File: config.mk
export PLATFORM = sky130hd
export DESIGN_NAME = usb_packet_demux
export DESIGN_NICKNAME = d
export VERILOG_FILES = /design/src/rtl/usb_packet_demux.sv
export SDC_FILE = /design/constraint.sdc
export NUM_CORES = 1
export LEC_CHECK = 0
export ABC_AREA = 1
export CAP_MARGIN = 20
export CORE_ASPECT_RATIO = 1.75
export CORE_UTILIZATION = 30
export DETAILED_ROUTE_END_ITERATION = 8
export PLACE_DENSITY = 0.68
export SKIP_LAST_GASP = 1
export SLEW_MARGIN = 5
export SYNTH_ARGS = -nofsm -noshare
export SYNTH_HDL_FRONTEND = slang
export SYNTH_SLANG_ARGS = --single-unit
File: constraint.sdc
create_clock -name txclk -period 1.5 [get_ports txclk]
set_input_delay 0.375 -clock txclk [delete_from_list [all_inputs] [get_ports txclk]]
set_output_delay 0.375 -clock txclk [all_outputs]
set_load 0.03 [all_outputs]
File: src/rtl/usb_packet_demux.sv
// Routes fixed-length packets to a data or control channel from the header word.
// Define USB_DEMUX_DROP_CNT_EN to build the saturating dropped-packet counter.
module usb_packet_demux #(
   parameter int NUM_CHAN   = 2,
   parameter int FIFO_WIDTH = 32,
   parameter int PKT_WORDS  = 128,
   parameter int CHAN_LSB   = 16,
   parameter int CHAN_W     = 5,
   parameter int CTRL_CODE  = 31,
   parameter int DROP_CNT_W = 16
) (
   input  logic                  txclk,
   input  logic                  reset,
   input  logic                  WR_in,
   input  logic [FIFO_WIDTH-1:0] data_in,
   input  logic [NUM_CHAN:0]     chan_space,
   output logic [NUM_CHAN:0]     WR_channel,
   output logic [FIFO_WIDTH-1:0] ram_data,
   output logic [NUM_CHAN:0]     WR_done_channel,
   output logic                  pkt_active,
   output logic [DROP_CNT_W-1:0] drop_count
);

   localparam int CNT_W  = $clog2(PKT_WORDS + 1);
   localparam int DEST_W = (NUM_CHAN > 0) ? $clog2(NUM_CHAN + 1) : 1;

   localparam logic [1:0] IDLE    = 2'd0;
   localparam logic [1:0] FORWARD = 2'd1;
   localparam logic [1:0] DISCARD = 2'd2;

   localparam logic [CHAN_W-1:0]   CTRL  = CHAN_W'(CTRL_CODE);
   localparam logic [CHAN_W-1:0]   NDATA = CHAN_W'(NUM_CHAN);
   localparam logic [CNT_W-1:0]    LAST  = CNT_W'(PKT_WORDS - 1);
   localparam logic [NUM_CHAN:0]   ONE   = (NUM_CHAN + 1)'(1);

   logic [1:0]        state;
   logic [CNT_W-1:0]  word_cnt;
   logic [DEST_W-1:0] dest;

   logic [CHAN_W-1:0] code;
   logic              hdr_valid;
   logic [DEST_W-1:0] hdr_dest;
   logic              hdr_ok;

   // Control code wins if it ever overlaps a data channel number
   always_comb begin
      code      = data_in[CHAN_LSB +: CHAN_W];
      hdr_valid = 1'b0;
      hdr_dest  = '0;
      if (code == CTRL) begin
         hdr_valid = 1'b1;
         hdr_dest  = DEST_W'(NUM_CHAN);
      end else if (code < NDATA) begin
         hdr_valid = 1'b1;
         hdr_dest  = DEST_W'(code);
      end
      hdr_ok = hdr_valid && chan_space[hdr_dest];
   end

   always_ff @(posedge txclk) begin
      if (reset) begin
         state           <= IDLE;
         word_cnt        <= '0;
         dest            <= '0;
         WR_channel      <= '0;
         WR_done_channel <= '0;
         ram_data        <= '0;
         pkt_active      <= 1'b0;
      end else begin
         WR_channel      <= '0;
         WR_done_channel <= '0;
         if (WR_in) begin
            case (state)
               IDLE: begin
                  word_cnt   <= CNT_W'(1);
                  pkt_active <= 1'b1;
                  if (hdr_ok) begin
                     state      <= FORWARD;
                     dest       <= hdr_dest;
                     WR_channel <= ONE << hdr_dest;
                     ram_data   <= data_in;
                  end else begin
                     state <= DISCARD;
                  end
               end
               FORWARD: begin
                  WR_channel <= ONE << dest;
                  ram_data   <= data_in;
                  if (word_cnt == LAST) begin
                     WR_done_channel <= ONE << dest;
                     state           <= IDLE;
                     word_cnt        <= '0;
                     pkt_active      <= 1'b0;
                  end else begin
                     word_cnt <= word_cnt + CNT_W'(1);
                  end
               end
               DISCARD: begin
                  if (word_cnt == LAST) begin
                     state      <= IDLE;
                     word_cnt   <= '0;
                     pkt_active <= 1'b0;
                  end else begin
                     word_cnt <= word_cnt + CNT_W'(1);
                  end
               end
               default: begin
                  state      <= IDLE;
                  word_cnt   <= '0;
                  pkt_active <= 1'b0;
               end
            endcase
         end
      end
   end

`ifdef USB_DEMUX_DROP_CNT_EN
   logic drop;

   assign drop = WR_in && (state == IDLE) && !hdr_ok;

   always_ff @(posedge txclk) begin
      if (reset) begin
         drop_count <= '0;
      end else if (drop && (drop_count != '1)) begin
         drop_count <= drop_count + DROP_CNT_W'(1);
      end
   end
`else
   assign drop_count = '0;
`endif

endmodule
## After elaboration in Yosys (flattened, before gate mapping)

Index checks and enable logic that the tools add are counted.

- Multiplexer cells: 17
- $lt $le $gt $ge: 2
- Shift operators: 2
- Reductions and logical operators: 9
- Bitwise operators: 3
- Add/subtract/negate cells: 1
- Eq/ne operators: 6

Operators by type and width:

| operator | number |
|---|---|
| 32-bit one-hot mux with 2 select lines | 1 |
| 32-bit 2-to-1 mux | 1 |
| 8-bit one-hot mux with 2 select lines | 1 |
| 8-bit by 1-bit adder with 8-bit output, second input constant | 1 |
| 8-bit by 7-bit equality test with 1-bit output, second input constant | 1 |
| 2-bit 2-to-1 mux | 4 |
| 8-bit 2-to-1 mux | 1 |
| 3-bit one-hot mux with 2 select lines | 1 |
| 3-bit AND reduction | 2 |
| 1-bit by 2-bit left shift with 3-bit output, first input constant | 2 |
| 5-bit equality test, second input constant | 1 |
| 5-bit by 2-bit less-than comparator with 1-bit output, second input constant | 1 |
| 1-bit 2-to-1 mux | 4 |
| 2-bit one-hot mux with 2 select lines | 1 |
| 2-bit OR reduction | 2 |
| 4-bit OR reduction | 1 |
| 2-bit by 3-bit less-than comparator with 1-bit output, second input constant | 1 |
| 3-bit 2-to-1 mux | 1 |
| 1-bit inverter | 3 |
| 1-bit binary-select mux with 2-bit select | 1 |
| 2-bit by 1-bit equality test with 1-bit output, second input constant | 1 |
| 2-bit equality test, second input constant | 1 |
| 2-bit zero test | 1 |
| 2-bit by 1-bit != test with 1-bit output, second input constant | 1 |
| other kinds (5) | 5 |

- Word-level logic and storage cells: 47
- Register bits: 51
- Input bits: 38

## Longest topological paths before layout

Gate-level depths: netlist of run 1.

- Depth in word-level cells: 8
- Gate-level depth with buffers: 12
- Mapped depth without buffers: 10

## Least setup slack after synthesis of run 1

Ideal clock, no wire load.

- Path kind: reg2reg
- Start: register state[0]
- End: register ram_data[14]
- Setup time: 0.115 ns
- Arrival: 1.445 ns
- Required time: 1.385 ns
- Stages on the path, launching flop included: 9
- Buffers on the path: 1
- Path slack: -0.061 ns
- Path through: dfxtp_1 > inv_1 > ha_1 > inv_1 > a21oi_2 > buf_2 > nand3_2 > nand2_1 > nor2_1

- Cells in the longest elaborated chain, start to end: 3
- Elaborated cells between the ends (all ways): 6
- Those cells by class: eq/ne (2); mux (1); reduce/logical (3)

Ends and longest elaborated chain:

| item | RTL line | source |
|---|---|---|
| from (decl) | 36 | `logic [1:0] state;` |
| from (signal assigned) | 62 | `state <= IDLE;` |
| from (signal assigned) | 78 | `state <= FORWARD;` |
| from (signal assigned) | 83 | `state <= DISCARD;` |
| 2-bit by 1-bit equality test with 1-bit output or 2-bit zero test (tied branches) | 73 | `case (state)` |
| 2-bit nonzero test (no source line) or 2-bit != test (tied branches) | - |  |
| 3-bit AND reduction (no source line) | - |  |
| to (signal assigned) | 81 | `ram_data <= data_in;` |
| to (signal assigned) | 88 | `ram_data <= data_in;` |
| to (decl) | 18 | `output logic [FIFO_WIDTH-1:0] ram_data,` |

Several ways; a longest one is shown, not always the timed one.
A chain may end at the register's enable or synchronous reset.

## Final worst setup path of run 1

- Start: register word_cnt[0]
- End: register state[0]

- Cells in the longest elaborated chain, start to end: 3

Ends and longest elaborated chain:

| item | RTL line | source |
|---|---|---|
| from (decl) | 37 | `logic [CNT_W-1:0] word_cnt;` |
| from (signal assigned) | 95 | `word_cnt <= word_cnt + CNT_W'(1);` |
| from (signal assigned) | 104 | `word_cnt <= word_cnt + CNT_W'(1);` |
| 8-bit by 7-bit equality test with 1-bit output | 89, 99 |  |
| 2-bit by 1-bit != test with 1-bit output (no source line) | - |  |
| 2-bit AND reduction (no source line) | - |  |
| to (signal assigned) | 91 | `state <= IDLE;` |
| to (signal assigned) | 100 | `state <= IDLE;` |
| to (signal assigned) | 108 | `state <= IDLE;` |

Every way passes these cells.

==> flow_summary.json, run 1 <==
{
  "max-cap-violations": 0,
  "initial_utilization_pct": 30.9,
  "root_buffer": "clkbuf_16",
  "crit_path_end_kind": "register",
  "syn_area_mm2": 0.00279,
  "finalHoldViolations": 0,
  "drtIter0Drc": 160,
  "htreeDepth": 2,
  "die_h_um": 130,
  "synth.top_cell.area_share_pct": 36.6,
  "vdd_drop_max_mv": 0.507,
  "power.density_mw_per_mm2": 948,
  "hold_path_end": "ram_data[19]",
  "drv_slew": 0,
  "yosysMostFrequentCell": "nand2_1",
  "startpoint_type": "register",
  "r2r-end": "state[0]",
  "ys_seq_elements": 51,
  "path_cells": "ha_4 > nand2_4 > nor2_4 > nand4_1 > a21oi_4 > or2_4 > a21oi_2",
  "period_minus_slack_ns": 1.47,
  "grt_max_degree": 21,
  "wl_per_cell_um": 12.4,
  "worst_r2r_path_depth": 7,
  "rrSetupSlack_ns": 0.03,
  "numPortBuffers": 76,
  "synth_area_leader_cell": "dfxtp_1",
  "finalSetupTns_ns": 0,
  "clock_tree.buffer_depth": 2,
  "numPlacedInstances": 570,
  "setup_viol": 0,
  "drtPass1Iterations": 5,
  "row_count": 46,
  "worst_path_largest_cell_delay_ns": 0.35,
  "clkLatencyLatePin_ns": 0.29,
  "grt_pass1_vias": 2514,
  "gp_congestion": 0.813,
  "io_pins": 93,
  "synth-edff-count": 0,
  "fp.dieW_um": 74.9,
  "leakage_nw": 2.02,
  "worstSetupPathType": "register to register",
  "synthFlopType": "dfxtp_1",
  "worstHoldPathCells": 5,
  "p_total_mw": 4.06,
  "yosysUniqueCellTypes": 29,
  "layout-drive-gt1-share_pct": 30.4,
  "cp_max_fo": 7,
  "cts_tree": "built",
  "wl_mm": 7.37,
  "hold_class": "input pin to register",
  "antenna_found_initial": 0,
  "synth_cells": 362,
  "syn2layout_area_growth_pct": 53.4,
  "status": "finished, final reports clean",
  "yosysWarnings": 0,
  "vias_per_cell": 4.51,
  "path_delay_family": "simple AND/OR/NAND/NOR gates",
  "dp_hpwl_mm": 5.23,
  "async_reset_ff_share_pct": 0,
  "grt.overflow.total": 0,
  "path_buf_inv": 0,
  "fin_crit_sh_pct": 98.1,
  "clkSlewWorstSetupHoldPaths_ns": 0.07,
  "drtAntennaViolNets": 0,
  "ys_seq_area_share_pct": 36.6,
  "synth_area_leaders": "dfxtp_1 (37%), a21oi_2 (8.8%), nand3_2 (8.2%)",
  "grt_pass1_wl_mm": 11.2,
  "syn_avg_cell_area_um2": 7.71,
  "cp.arrival_ns": 1.66,
  "drc": 0,
  "max_freq_ghz": 0.679,
  "r2r-start": "word_cnt[0]",
  "slowest_stage": "dfxtp_2",
  "worstPathRequired_ns": 1.69,
  "instances_no_fill": 594,
  "vias": 2680,
  "final_nets": 515,
  "core_area_mm2": 0.00904,
  "grt_usage_pct": 14.9,
  "n_antenna_cell": 0,
  "synthTopCellsByCount": "nand2_1 (55), dfxtp_1 (51), inv_1 (50)",
  "clock_skew_ns": 0.00607,
  "hold_start": "data_in[19]",
  "numCtsBuffers": 5,
  "dieArea_mm2": 0.00971,
  "rsz0062_at_grt": "yes",
  "cts_num_sinks": 51
}
-- power by group --
| part | total (mW) | internal, mW | switching, mW |
|---|---|---|---|
| clock network | 1.34 | 0.830 | 0.505 |
| registers | 1.50 | 1.44 | 0.0646 |
| logic | 1.22 | 0.554 | 0.667 |
| total | 4.06 | 2.82 | 1.24 |
-- tightest hold or removal path: cells and delay by family --
kind	cells	cell delay, ns
buffers and inverters	2	0.18
and+or+nand+nor	3	0.15
-- worst max path at each step --
| stage | from | endpoint | slack (ns) | cells past startpoint |
|---|---|---|---|---|
| floorplan | state[0] | ram_data[17] | -0.006 | 8 |
| global placement | data_in[17] | ram_data[26] | -0.53 | 12 |
| detailed placement | data_in[17] | ram_data[26] | -0.58 | 12 |
| CTS | word_cnt[1] | state[0] | -0.03 | 7 |
| global route | word_cnt[0] | pkt_active | -0.06 | 7 |
| finish | word_cnt[0] | state[0] | 0.03 | 7 |
-- metal layers --
layer | up-vias | GRT usage, % | routed length (um)
li1 | 1334 | - | -
met1 | 1251 | 14.9 | 2590
met2 | 76 | 28.5 | 4240
met3 | 19 | 2.57 | 290
met4 | 0 | 7.10 | 245
met5 | - | 0 | 0
-- registers in the layout, summed over array words and instances, names as in the netlist --
signal	count
WR_done_channel	3
word_cnt	8
dest	2
pkt_active	1
WR_channel	3
state	2
ram_data	32
-- layout make-up --
| cell class | count | area [um^2] |
|---|---|---|
| sequential | 51 | 1030 |
| clock buffer | 6 | 139 |
| timing repair buffer | 124 | 1270 |
| inverter | 52 | 199 |
| fill | 885 | 4750 |
| tap | 120 | 150 |
| multi-input combinational | 239 | 1460 |
| clock inverter | 2 | 35.0 |
-- kinds of logic (layout without fill, tap and decap cells) --
family	after synthesis	in the layout	share of synthesized area (%)
compound gates	61	61	15.3
fa+ha+maj	4	4	1.79
buf+inv	87	184	17.8
flops	51	51	36.6
other cells	1	16	0.134
simple gates	158	158	28.4
-- timing repair --
item / CTS / global route
setup endpoints to repair: 84 / 49
buffers inserted: 7 / 4
hold buffers: 0 / 0
pin swaps: 15 / 14
gates cloned: 3 / 2
resized for setup: 71 / 34
-- layout by cell type (no fill, tap or decap), drive strengths merged --
master / netlist / layout
conb: 1 / 16
clkinv: 1 / 2
dfxtp: 51 / 51
clkbuf: 2 / 11
o21ai: 7 / 7
clkdlybuf4s50: 0 / 30
or2: 1 / 1
o22ai: 2 / 2
dlygate4sd2: 0 / 37
nand4: 2 / 2
nand3b: 1 / 1
inv: 51 / 51
a22oi: 2 / 2
o21bai: 2 / 2
nor2: 50 / 50
dlymetal6s2s: 0 / 2
nand2: 58 / 58
buf: 33 / 50
nand3: 41 / 41
a21boi: 2 / 2
a21oi: 46 / 46
nor3: 5 / 5
bufinv: 0 / 1
ha: 4 / 4
-- per-stage QoR --
| step | hold slack [ns] | utilization [%] | area [um^2] | setup slack (ns) |
|---|---|---|---|---|
| finish | 0.462 | 47.4 | 4280 | 0.0278 |
| global route | 0.497 | 47.4 | 4280 | -0.0578 |
| CTS | 0.484 | 45.7 | 4130 | -0.0281 |
| detailed placement | 0.471 | 42.1 | 3800 | -0.582 |
| global placement | 0.467 | 42.1 | 3800 | -0.530 |
| floorplan | 0.443 | - | 2850 | -0.00645 |
Power figures use the tool's default switching activity.
==> inputs of run 2 (changes only) <==
--- a/config.mk
+++ b/config.mk
@@ -6,6 +6,7 @@
 export NUM_CORES = 1
 export LEC_CHECK = 0
 export ABC_AREA = 1
+export ABC_CLOCK_PERIOD_IN_PS = 1500
 export CAP_MARGIN = 20
 export CORE_ASPECT_RATIO = 1.75
 export CORE_UTILIZATION = 30
==> results of run 2 <==
The final DEF is identical to that of run 1; final timing and power are the same.
==> inputs of run 3 (changes only) <==
--- a/config.mk
+++ b/config.mk
@@ -11,6 +11,7 @@
 export CORE_ASPECT_RATIO = 1.75
 export CORE_UTILIZATION = 30
 export DETAILED_ROUTE_END_ITERATION = 8
+export GPL_TIMING_DRIVEN = 0
 export PLACE_DENSITY = 0.68
 export SKIP_LAST_GASP = 1
 export SLEW_MARGIN = 5
==> flow_summary.json, run 3 (synthesis results as in run 1) <==
{
  "drtPass1Iterations": 4,
  "cp_max_fo": 7,
  "wl_per_cell_um": 12.4,
  "cts_tree": "built",
  "wl_mm": 7.46,
  "hold_class": "input pin to register",
  "power.density_mw_per_mm2": 897,
  "cp.arrival_ns": 1.67,
  "clock_tree.buffer_depth": 2,
  "fill_cells": 889,
  "grt_max_degree": 16,
  "drv_slew": 0,
  "io_pins": 93,
  "gp_congestion": 0.794,
  "n_antenna_cell": 0,
  "layout-drive-gt1-share_pct": 32.7,
  "numPortBuffers": 74,
  "rsz0062_at_grt": "yes",
  "row_count": 46,
  "vias_per_cell": 4.40,
  "leakage_nw": 2.05,
  "numCtsBuffers": 5,
  "antenna_found_initial": 0,
  "dp_slack_ns": -0.610,
  "final_cell_mix": "dfxtp_1 (47), nand2_1 (47), inv_1 (45)",
  "final_nets": 521,
  "vdd_drop_max_mv": 0.435,
  "worst_path_largest_cell_delay_ns": 0.37,
  "reg_top3": "ram_data: 32 flops, word_cnt: 8 flops",
  "grt_usage_pct": 15.4,
  "vias": 2640,
  "drtAntennaViolNets": 0,
  "drtIter0Drc": 102,
  "top_register": "ram_data",
  "dieArea_mm2": 0.00971,
  "clock_skew_ns": 0.00249,
  "syn2layout_area_growth_pct": 56.1,
  "crit_path_end_kind": "register",
  "grt_pass1_vias": 2539,
  "core_area_mm2": 0.00904,
  "die_h_um": 130,
  "clkLatencyLatePin_ns": 0.29,
  "htreeDepth": 2,
  "clkSlewWorstSetupHoldPaths_ns": 0.06,
  "fp.dieW_um": 74.9,
  "largest_reg_flops": 32,
  "startpoint_type": "register",
  "finalHoldViolations": 0,
  "grt_pass1_wl_mm": 11.4,
  "worstSetupPathType": "register to register",
  "root_buffer": "clkbuf_16",
  "slowest_stage": "dfxtp_4",
  "period_minus_slack_ns": 1.51,
  "max_freq_ghz": 0.662,
  "status": "finished, violations left",
  "grt.overflow.total": 0,
  "worstPathRequired_ns": 1.66,
  "fin_crit_sh_pct": 101,
  "violations": "setup timing",
  "setup_viol": 1,
  "max-cap-violations": 0,
  "cts_num_sinks": 51,
  "dp_hpwl_mm": 5.28,
  "path_cells": "ha_4 > nand2_4 > nor2_4 > nand4_1 > a21oi_4 > or2_4 > a21oi_2",
  "p_total_mw": 3.91,
  "initial_utilization_pct": 30.9,
  "fin_ws_ns": -0.00994,
  "drc": 0
}
run 3: path summary, 6_finish.rpt:
kind	startpoint	end	slack [ns]	cells after the start
max	word_cnt[0]	state[0]	-0.01	7
min	WR_in	word_cnt[3]	0.41	2
max reg2reg	word_cnt[0]	state[0]	-0.01	7
min reg2reg	ram_data[9]	ram_data[9]	0.48	2
run 3: per-layer routing:
layer  vias to the layer above  track usage [%]  share of wire [%]
li1                       1346                -                  -
met1                      1226             15.4                 36
met2                        59             30.4                 59
met3                         9             2.49                3.3
met4                         0             5.44                1.7
met5                         -                0                  0
run 3: area by class of cell:
| class | instances | area, um^2 | share of cell area, % |
|---|---|---|---|
| inverters | 52 | 203 | 4.65 |
| flip-flops and latches | 51 | 1030 | 23.6 |
| well taps | 120 | 150 | 3.45 |
| multi-input cells | 239 | 1510 | 34.7 |
| clock inverters | 3 | 15.0 | 0.345 |
| plain buffers | 35 | 355 | 8.15 |
| clock buffers | 5 | 125 | 2.87 |
| repair buffers | 95 | 968 | 22.2 |
run 3: through the flow:
step	instance area (um^2)	utilization [%]	hold WS, ns	instances	setup TNS, ns
after floorplan	2850	-	0.443	377	-0.0513
after global placement	3740	41.4	0.464	571	-21.08
after detailed placement	3740	41.4	0.475	571	-22.07
after CTS	4160	46.0	0.411	595	-0.00240
after global routing	4360	48.2	0.434	600	-0.436
final	4360	48.2	0.409	600	-0.00994
run 3: what timing repair did:
| action | in CTS | in global routing |
|---|---|---|
| gates resized for setup | 105 | 39 |
| pin swaps | 17 | 21 |
| hold endpoints to repair | 0 | 0 |
| endpoints found under the setup margin | 88 | 49 |
| gates cloned | 4 | 2 |
| setup buffers | 12 | 4 |
| hold buffers | 0 | 0 |
run 3: critical path, delay by kind of cell (launching register included):
kind,cells,cell delay [ns]
simple gates,4,0.52
flops,1,0.37
compound gates,2,0.33
fa+ha+maj,1,0.15
run 3: power by group:
part	internal [mW]	switching, mW
Clock	0.610	0.493
Sequential	1.44	0.0618
Combinational	0.606	0.698
